`src/rtl/mul_fu_ctrl.sv`:
```
// mul_fu_ctrl: issue-side controller for the M-extension multiply unit.
// Accepts one multiply op at a time, drives an external multiplier with a
// start/done handshake, and parks the selected 32-bit result in a one-entry
// output buffer that is broadcast on the CDB until granted.
module mul_fu_ctrl #(
    parameter int ROB_IDX_W = 5,
    parameter int PHYS_W    = 6
) (
    input  logic                 clk,
    input  logic                 rst,
    input  logic                 flush,

    input  logic                 iss_valid,
    output logic                 iss_ready,
    input  logic [2:0]           iss_funct3,
    input  logic [31:0]          iss_rs1_v,
    input  logic [31:0]          iss_rs2_v,
    input  logic [ROB_IDX_W-1:0] iss_rob_idx,
    input  logic [PHYS_W-1:0]    iss_pd,

    output logic                 mul_start,
    output logic [1:0]           mul_type,
    output logic [31:0]          mul_a,
    output logic [31:0]          mul_b,
    input  logic                 mul_done,
    input  logic [63:0]          mul_p,

    output logic                 cdb_valid,
    output logic [31:0]          cdb_value,
    output logic [ROB_IDX_W-1:0] cdb_rob_idx,
    output logic [PHYS_W-1:0]    cdb_pd,
    input  logic                 cdb_grant
);

    typedef enum logic [1:0] {
        S_IDLE  = 2'd0,
        S_BUSY  = 2'd1,
        S_DRAIN = 2'd2
    } state_t;

    // Multiplier operand signedness: 01 signed x signed, 10 signed x unsigned,
    // 11 unsigned x unsigned. MUL only needs the low word, which is the same
    // for every signedness, so it uses the unsigned form.
    function automatic logic [1:0] funct3_to_type(input logic [1:0] f);
        logic [1:0] t;
        case (f)
            2'b00:   t = 2'b11;
            2'b01:   t = 2'b01;
            2'b10:   t = 2'b10;
            default: t = 2'b11;
        endcase
        return t;
    endfunction

    // Control state (reset)
    state_t state_q, state_d;
    logic   squashed_q, squashed_d;
    logic   out_valid_q, out_valid_d;

    // Latched op and output buffer payload (no reset)
    logic [1:0]           op_funct3_q, op_funct3_d;
    logic [31:0]          op_a_q, op_a_d;
    logic [31:0]          op_b_q, op_b_d;
    logic [ROB_IDX_W-1:0] op_rob_q, op_rob_d;
    logic [PHYS_W-1:0]    op_pd_q, op_pd_d;
    logic [31:0]          out_value_q, out_value_d;
    logic [ROB_IDX_W-1:0] out_rob_q, out_rob_d;
    logic [PHYS_W-1:0]    out_pd_q, out_pd_d;

    logic        accept;
    logic        capture;
    logic [31:0] result;

    // funct3[2] only distinguishes the divide group, which never reaches this unit.
    logic unused_funct3_msb;
    assign unused_funct3_msb = iss_funct3[2];

    assign iss_ready   = (state_q == S_IDLE) & ~flush & ~rst;
    assign accept      = iss_valid & iss_ready;
    assign result      = (op_funct3_q == 2'b00) ? mul_p[31:0] : mul_p[63:32];

    // Outputs decode registered state only; rst gates them so they are quiet
    // during the very first reset cycle, before the state flops have cleared.
    assign mul_start   = (state_q == S_BUSY) & ~rst;
    assign mul_type    = funct3_to_type(op_funct3_q);
    assign mul_a       = op_a_q;
    assign mul_b       = op_b_q;
    assign cdb_valid   = out_valid_q & ~rst;
    assign cdb_value   = out_value_q;
    assign cdb_rob_idx = out_rob_q;
    assign cdb_pd      = out_pd_q;

    // Next-state logic for the op FSM, the squash flag and the output buffer.
    always_comb begin
        // NOTE: every signal written here gets a default first, so no path
        // leaves one unassigned and no latch is inferred.
        state_d     = state_q;
        squashed_d  = squashed_q;
        out_valid_d = out_valid_q;
        op_funct3_d = op_funct3_q;
        op_a_d      = op_a_q;
        op_b_d      = op_b_q;
        op_rob_d    = op_rob_q;
        op_pd_d     = op_pd_q;
        out_value_d = out_value_q;
        out_rob_d   = out_rob_q;
        out_pd_d    = out_pd_q;
        capture     = 1'b0;

        case (state_q)
            S_IDLE: begin
                if (accept) begin
                    op_funct3_d = iss_funct3[1:0];
                    op_a_d      = iss_rs1_v;
                    op_b_d      = iss_rs2_v;
                    op_rob_d    = iss_rob_idx;
                    op_pd_d     = iss_pd;
                    squashed_d  = 1'b0;
                    state_d     = S_BUSY;
                end
            end
            S_BUSY: begin
                if (mul_done) begin
                    if (squashed_q || flush) begin
                        // Squashed op: finish the handshake, drop the result.
                        squashed_d = 1'b0;
                        state_d    = S_DRAIN;
                    end else if (!out_valid_q || cdb_grant) begin
                        // Buffer empty, or its entry leaves on this same edge.
                        capture = 1'b1;
                        state_d = S_DRAIN;
                    end
                    // Otherwise hold start/done until the buffer frees up.
                end else if (flush) begin
                    squashed_d = 1'b1;
                end
            end
            S_DRAIN: begin
                // One cycle with start low lets the multiplier return to idle.
                state_d = S_IDLE;
            end
            default: begin
                state_d = S_IDLE;
            end
        endcase

        if (out_valid_q && cdb_grant) begin
            out_valid_d = 1'b0;
        end
        if (capture) begin
            out_valid_d = 1'b1;
            out_value_d = result;
            out_rob_d   = op_rob_q;
            out_pd_d    = op_pd_q;
        end
        if (flush) begin
            out_valid_d = 1'b0;
        end
    end

    // Control flops with synchronous reset.
    always_ff @(posedge clk) begin
        // NOTE: sequential state uses non-blocking assignments so every flop
        // samples the pre-edge values regardless of statement order.
        if (rst) begin
            state_q     <= S_IDLE;
            squashed_q  <= 1'b0;
            out_valid_q <= 1'b0;
        end else begin
            state_q     <= state_d;
            squashed_q  <= squashed_d;
            out_valid_q <= out_valid_d;
        end
    end

    // Payload flops; always qualified by a valid/state bit, so left unreset.
    always_ff @(posedge clk) begin
        // NOTE: datapath registers carry no reset; nothing reads them until a
        // reset-cleared control bit says they hold a live value.
        op_funct3_q <= op_funct3_d;
        op_a_q      <= op_a_d;
        op_b_q      <= op_b_d;
        op_rob_q    <= op_rob_d;
        op_pd_q     <= op_pd_d;
        out_value_q <= out_value_d;
        out_rob_q   <= out_rob_d;
        out_pd_q    <= out_pd_d;
    end

endmodule

```
`config.mk`:
```
export PLATFORM = sky130hd
export DESIGN_NAME = mul_fu_ctrl
export DESIGN_NICKNAME = d
export VERILOG_FILES = /design/src/rtl/mul_fu_ctrl.sv
export SDC_FILE = /design/constraint.sdc
export NUM_CORES = 1
export LEC_CHECK = 0
export CAP_MARGIN = 10
export CORE_MARGIN = 1
export CORE_UTILIZATION = 40
export DETAILED_ROUTE_END_ITERATION = 12
export HOLD_SLACK_MARGIN = 0.12
export PLACE_DENSITY = 0.86
export SKIP_CTS_REPAIR_TIMING = 1
export SKIP_LAST_GASP = 1
export SLEW_MARGIN = 20
export SYNTH_ARGS = -nofsm -noshare
export SYNTH_HDL_FRONTEND = slang
export SYNTH_SLANG_ARGS = --single-unit
```
`constraint.sdc`:
```
create_clock -name clk -period 6.2 [get_ports clk]
set_input_delay 1.55 -clock clk [delete_from_list [all_inputs] [get_ports clk]]
set_output_delay 1.55 -clock clk [all_outputs]
set_load 0.01 [all_outputs]
```
==> out/metrics.csv <==
stage,metric,value,unit
clock_network,H-tree levels,4,
clock_network,Root Driver,clkbuf_8,
detailed_routing,via count,2789,
floorplanning,total I/O pin count,260,
detailed_routing,drt pass-1 iters,4,
logic_synthesis,Synth Area per Inst,23.2,sq um
final_layout,footprint of the multi-input gates,515,sq um
final_layout,Diodes inserted,0,
flow_run,Max-Cap Viols,0,
timing,Fin Hold WS,0.416,ns
detailed_routing,drt via density,4.59,
worst_setup_path,CP Class,in2out,
logic_synthesis,synthesized cell area,4240,sq um
clock_network,clk slew on worst S/H paths,0.06,ns
detailed_routing,Routed WL per cell,18.4,um
detailed_routing,Residual DRC,0,
clock_network,Sink Count,124,
global_route,global-route wire length before repair,16.1,mm
global_route,vias in the first global route,3023,
floorplanning,Die W,105,um
worst_setup_path,Worst setup EP type,output port,
clock_network,CTS Buf Count,17,
timing,final setup TNS,0,ns
detailed_routing,Total Wirelength,11.2,mm
timing,final hold vios,0,
global_route,largest net degree at the start of global routing,78,
logic_synthesis,Mapped Cells,183,
timing,post-route setup slack,1.56,ns
placed_design,Final Wtd Congestion,0.773,
floorplanning,Starting Density,0.411,
logic_synthesis,Ys Warns,0,
logic_synthesis,mux cell area share after synthesis,0.0867,
logic_synthesis,Post-Synth XOR/XNOR Area,0,
timing,"Setup violations, final",0,
logic_synthesis,"Distinct cells, synth",20,
final_layout,Layout Utilization,0.740,
placed_design,dpl cells,574,
floorplanning,core area,10300,sq um
final_layout,Finished Layout Cells,607,
logic_synthesis,Post-Syn Nets,331,
clock_network,clk buf depth,2,
logic_synthesis,main combinational cell family by area after synthesis,multiplexers,
power_and_ir_drop,Leak,2.64,nW
timing,post-route minimum period,4.64,ns
placed_design,"worst slack, placed",1.58,ns
global_route,total congestion overflow,0,
floorplanning,chip height,105,um
worst_setup_path,WP data required,4.65,ns
final_layout,fillers,635,
placed_design,I/O Buffers,258,
final_layout,final instance area,7640,sq um
timing,RSZ-0062 raised after global routing,false,
final_layout,Seq. cell area,3680,sq um
logic_synthesis,simple-gate share of the synthesized area,0.0230,
timing,fin. max-slew vios,0,
timing,Setup Skew,0.00494,ns
logic_synthesis,#FFs+latches synth,124,
logic_synthesis,adder-cell share of the synthesized area,0,
status,status,finished clean,
global_route,GRT Util Overall,0.205,
final_layout,Area Growth Syn to Fin,80.1,%
clock_network,worst skew pair latency,0.50,ns
final_layout,layout cell share with drive strength beyond 1,0.140,
timing,Least-Margin Pin Slew,0.983,ns
worst_setup_path,Critical Path AT,3.09,ns
global_route,number of antenna violations at the first check in global routing,0,
timing,fmax,215,MHz
logic_synthesis,share of the yosys chip area belonging to registers,0.868,
clock_network,TritonCTS clock tree,done,
worst_setup_path,Critical Path Source Type,input port,
timing,relative slew slack,0.345,
floorplanning,num rows,37,
power_and_ir_drop,"Power, Total",2.21,mW
detailed_routing,drt first-iter violations,112,
timing,Tcrit/Tclk final,0.749,
final_layout,nets@finish,606,
floorplanning,Die ar.,11000,sq um
min_path,HP Class,reg2reg,
power_and_ir_drop,Pwr per Cell Area,290,nW/um^2
power_and_ir_drop,VDD IR-drop max,0.000234,V
worst_setup_path,crit path max fanout,7,
logic_synthesis,post-synthesis compound-gate area fraction,0.00944,
detailed_routing,number of nets still failing antenna checks after routing,0,
placed_design,placed inst area,6960,sq um
placed_design,Final HPWL DP,7.88,mm
[cell type report]
type	count	share of cell area
Clock buffer	17	0.0542
Clock inverter	15	0.0318
Timing Repair Buffer	259	0.341
Inverter	3	0.00147
Multi-Input combinational cell	53	0.0675
Tap cell	136	0.0223
Sequential cell	124	0.482
[flip-flops by register name, summed over array words and instances (netlist names)]
signal       flops
mul_a           32
op_pd_q          6
squashed_q       1
out_valid_q      1
cdb_pd           6
cdb_value       32
state_q          2
op_funct3_q      2
op_rob_q         5
cdb_rob_idx      5
mul_b           32
[cell usage after synthesis]
cell / n / share of area
and2_1: 1 / 0.0015
nor2_4: 1 / 0.0027
a21oi_1: 2 / 0.0024
nand2_1: 1 / 0.00088
dfxtp_1: 4 / 0.019
o32ai_1: 1 / 0.0021
inv_1: 3 / 0.0027
a211oi_1: 1 / 0.0018
nor2b_1: 3 / 0.0044
nor2_1: 2 / 0.0018
or2b_2: 1 / 0.0021
a31oi_1: 1 / 0.0015
or2b_1: 1 / 0.0018
nor4_1: 3 / 0.0044
edfxtp_1: 120 / 0.85
mux2_4: 2 / 0.0071
clkbuf_8: 3 / 0.0097
o21a_1: 1 / 0.0018
nor3b_1: 2 / 0.0035
mux2_2: 30 / 0.080
[worst max-delay path, cell delays in order]
cell and delay (ns):
clkdlybuf4s50_1 0.53, nor4_1 0.40, clkdlybuf4s50_1 0.62
[cell families after synthesis]
logic type | after synthesis
AND/OR/NAND/NOR | 15
flip-flops | 124
AO/OA/AOI/OAI | 6
multiplexers | 32
buffers and inverters | 6
[layer usage]
metal | global-route usage | up-vias | share of wire
met3 | 0.0936 | 14 | 0.11
met4 | 0.0835 | 0 | 0.016
met1 | 0.190 | 1309 | 0.34
li1 | - | 1286 | -
met2 | 0.382 | 180 | 0.54
met5 | 0 | - | 0
[path summary, 6_finish.rpt]
| kind | from | end | slack (ns) | cells past startpoint |
|---|---|---|---|---|
| max | rst | iss_ready | 1.56 | 3 |
| min reg2reg | op_rob_q[2] | cdb_rob_idx[2] | 0.42 | 0 |
| min | op_rob_q[2] | cdb_rob_idx[2] | 0.42 | 0 |
| max reg2reg | state_q[1] | op_pd_q[1] | 4.14 | 2 |
[cell usage in the layout (no fill, tap or decap), drive strengths merged]
| cell | n |
|---|---|
| a211oi | 1 |
| bufinv | 6 |
| nor2b | 3 |
| clkbuf | 17 |
| nor3b | 2 |
| dfxtp | 4 |
| a21oi | 2 |
| a31oi | 1 |
| inv | 6 |
| and2 | 1 |
| edfxtp | 120 |
| buf | 1 |
| nand2 | 1 |
| clkinv | 5 |
| nor2 | 3 |
| o32ai | 1 |
| or2b | 2 |
| clkinvlp | 1 |
| nor4 | 3 |
| o21a | 1 |
| mux2 | 32 |
| clkdlybuf4s50 | 258 |
[report_power, final]
part           internal [mW]  total [mW]  leakage, nW  switching, mW
clock network          0.734        1.09        0.316          0.355
logic                  0.121       0.171         1.20         0.0500
registers              0.945       0.952         1.13        0.00707
total                   1.80        2.21         2.64          0.412
Note: power is estimated with default switching activity, not from simulation.
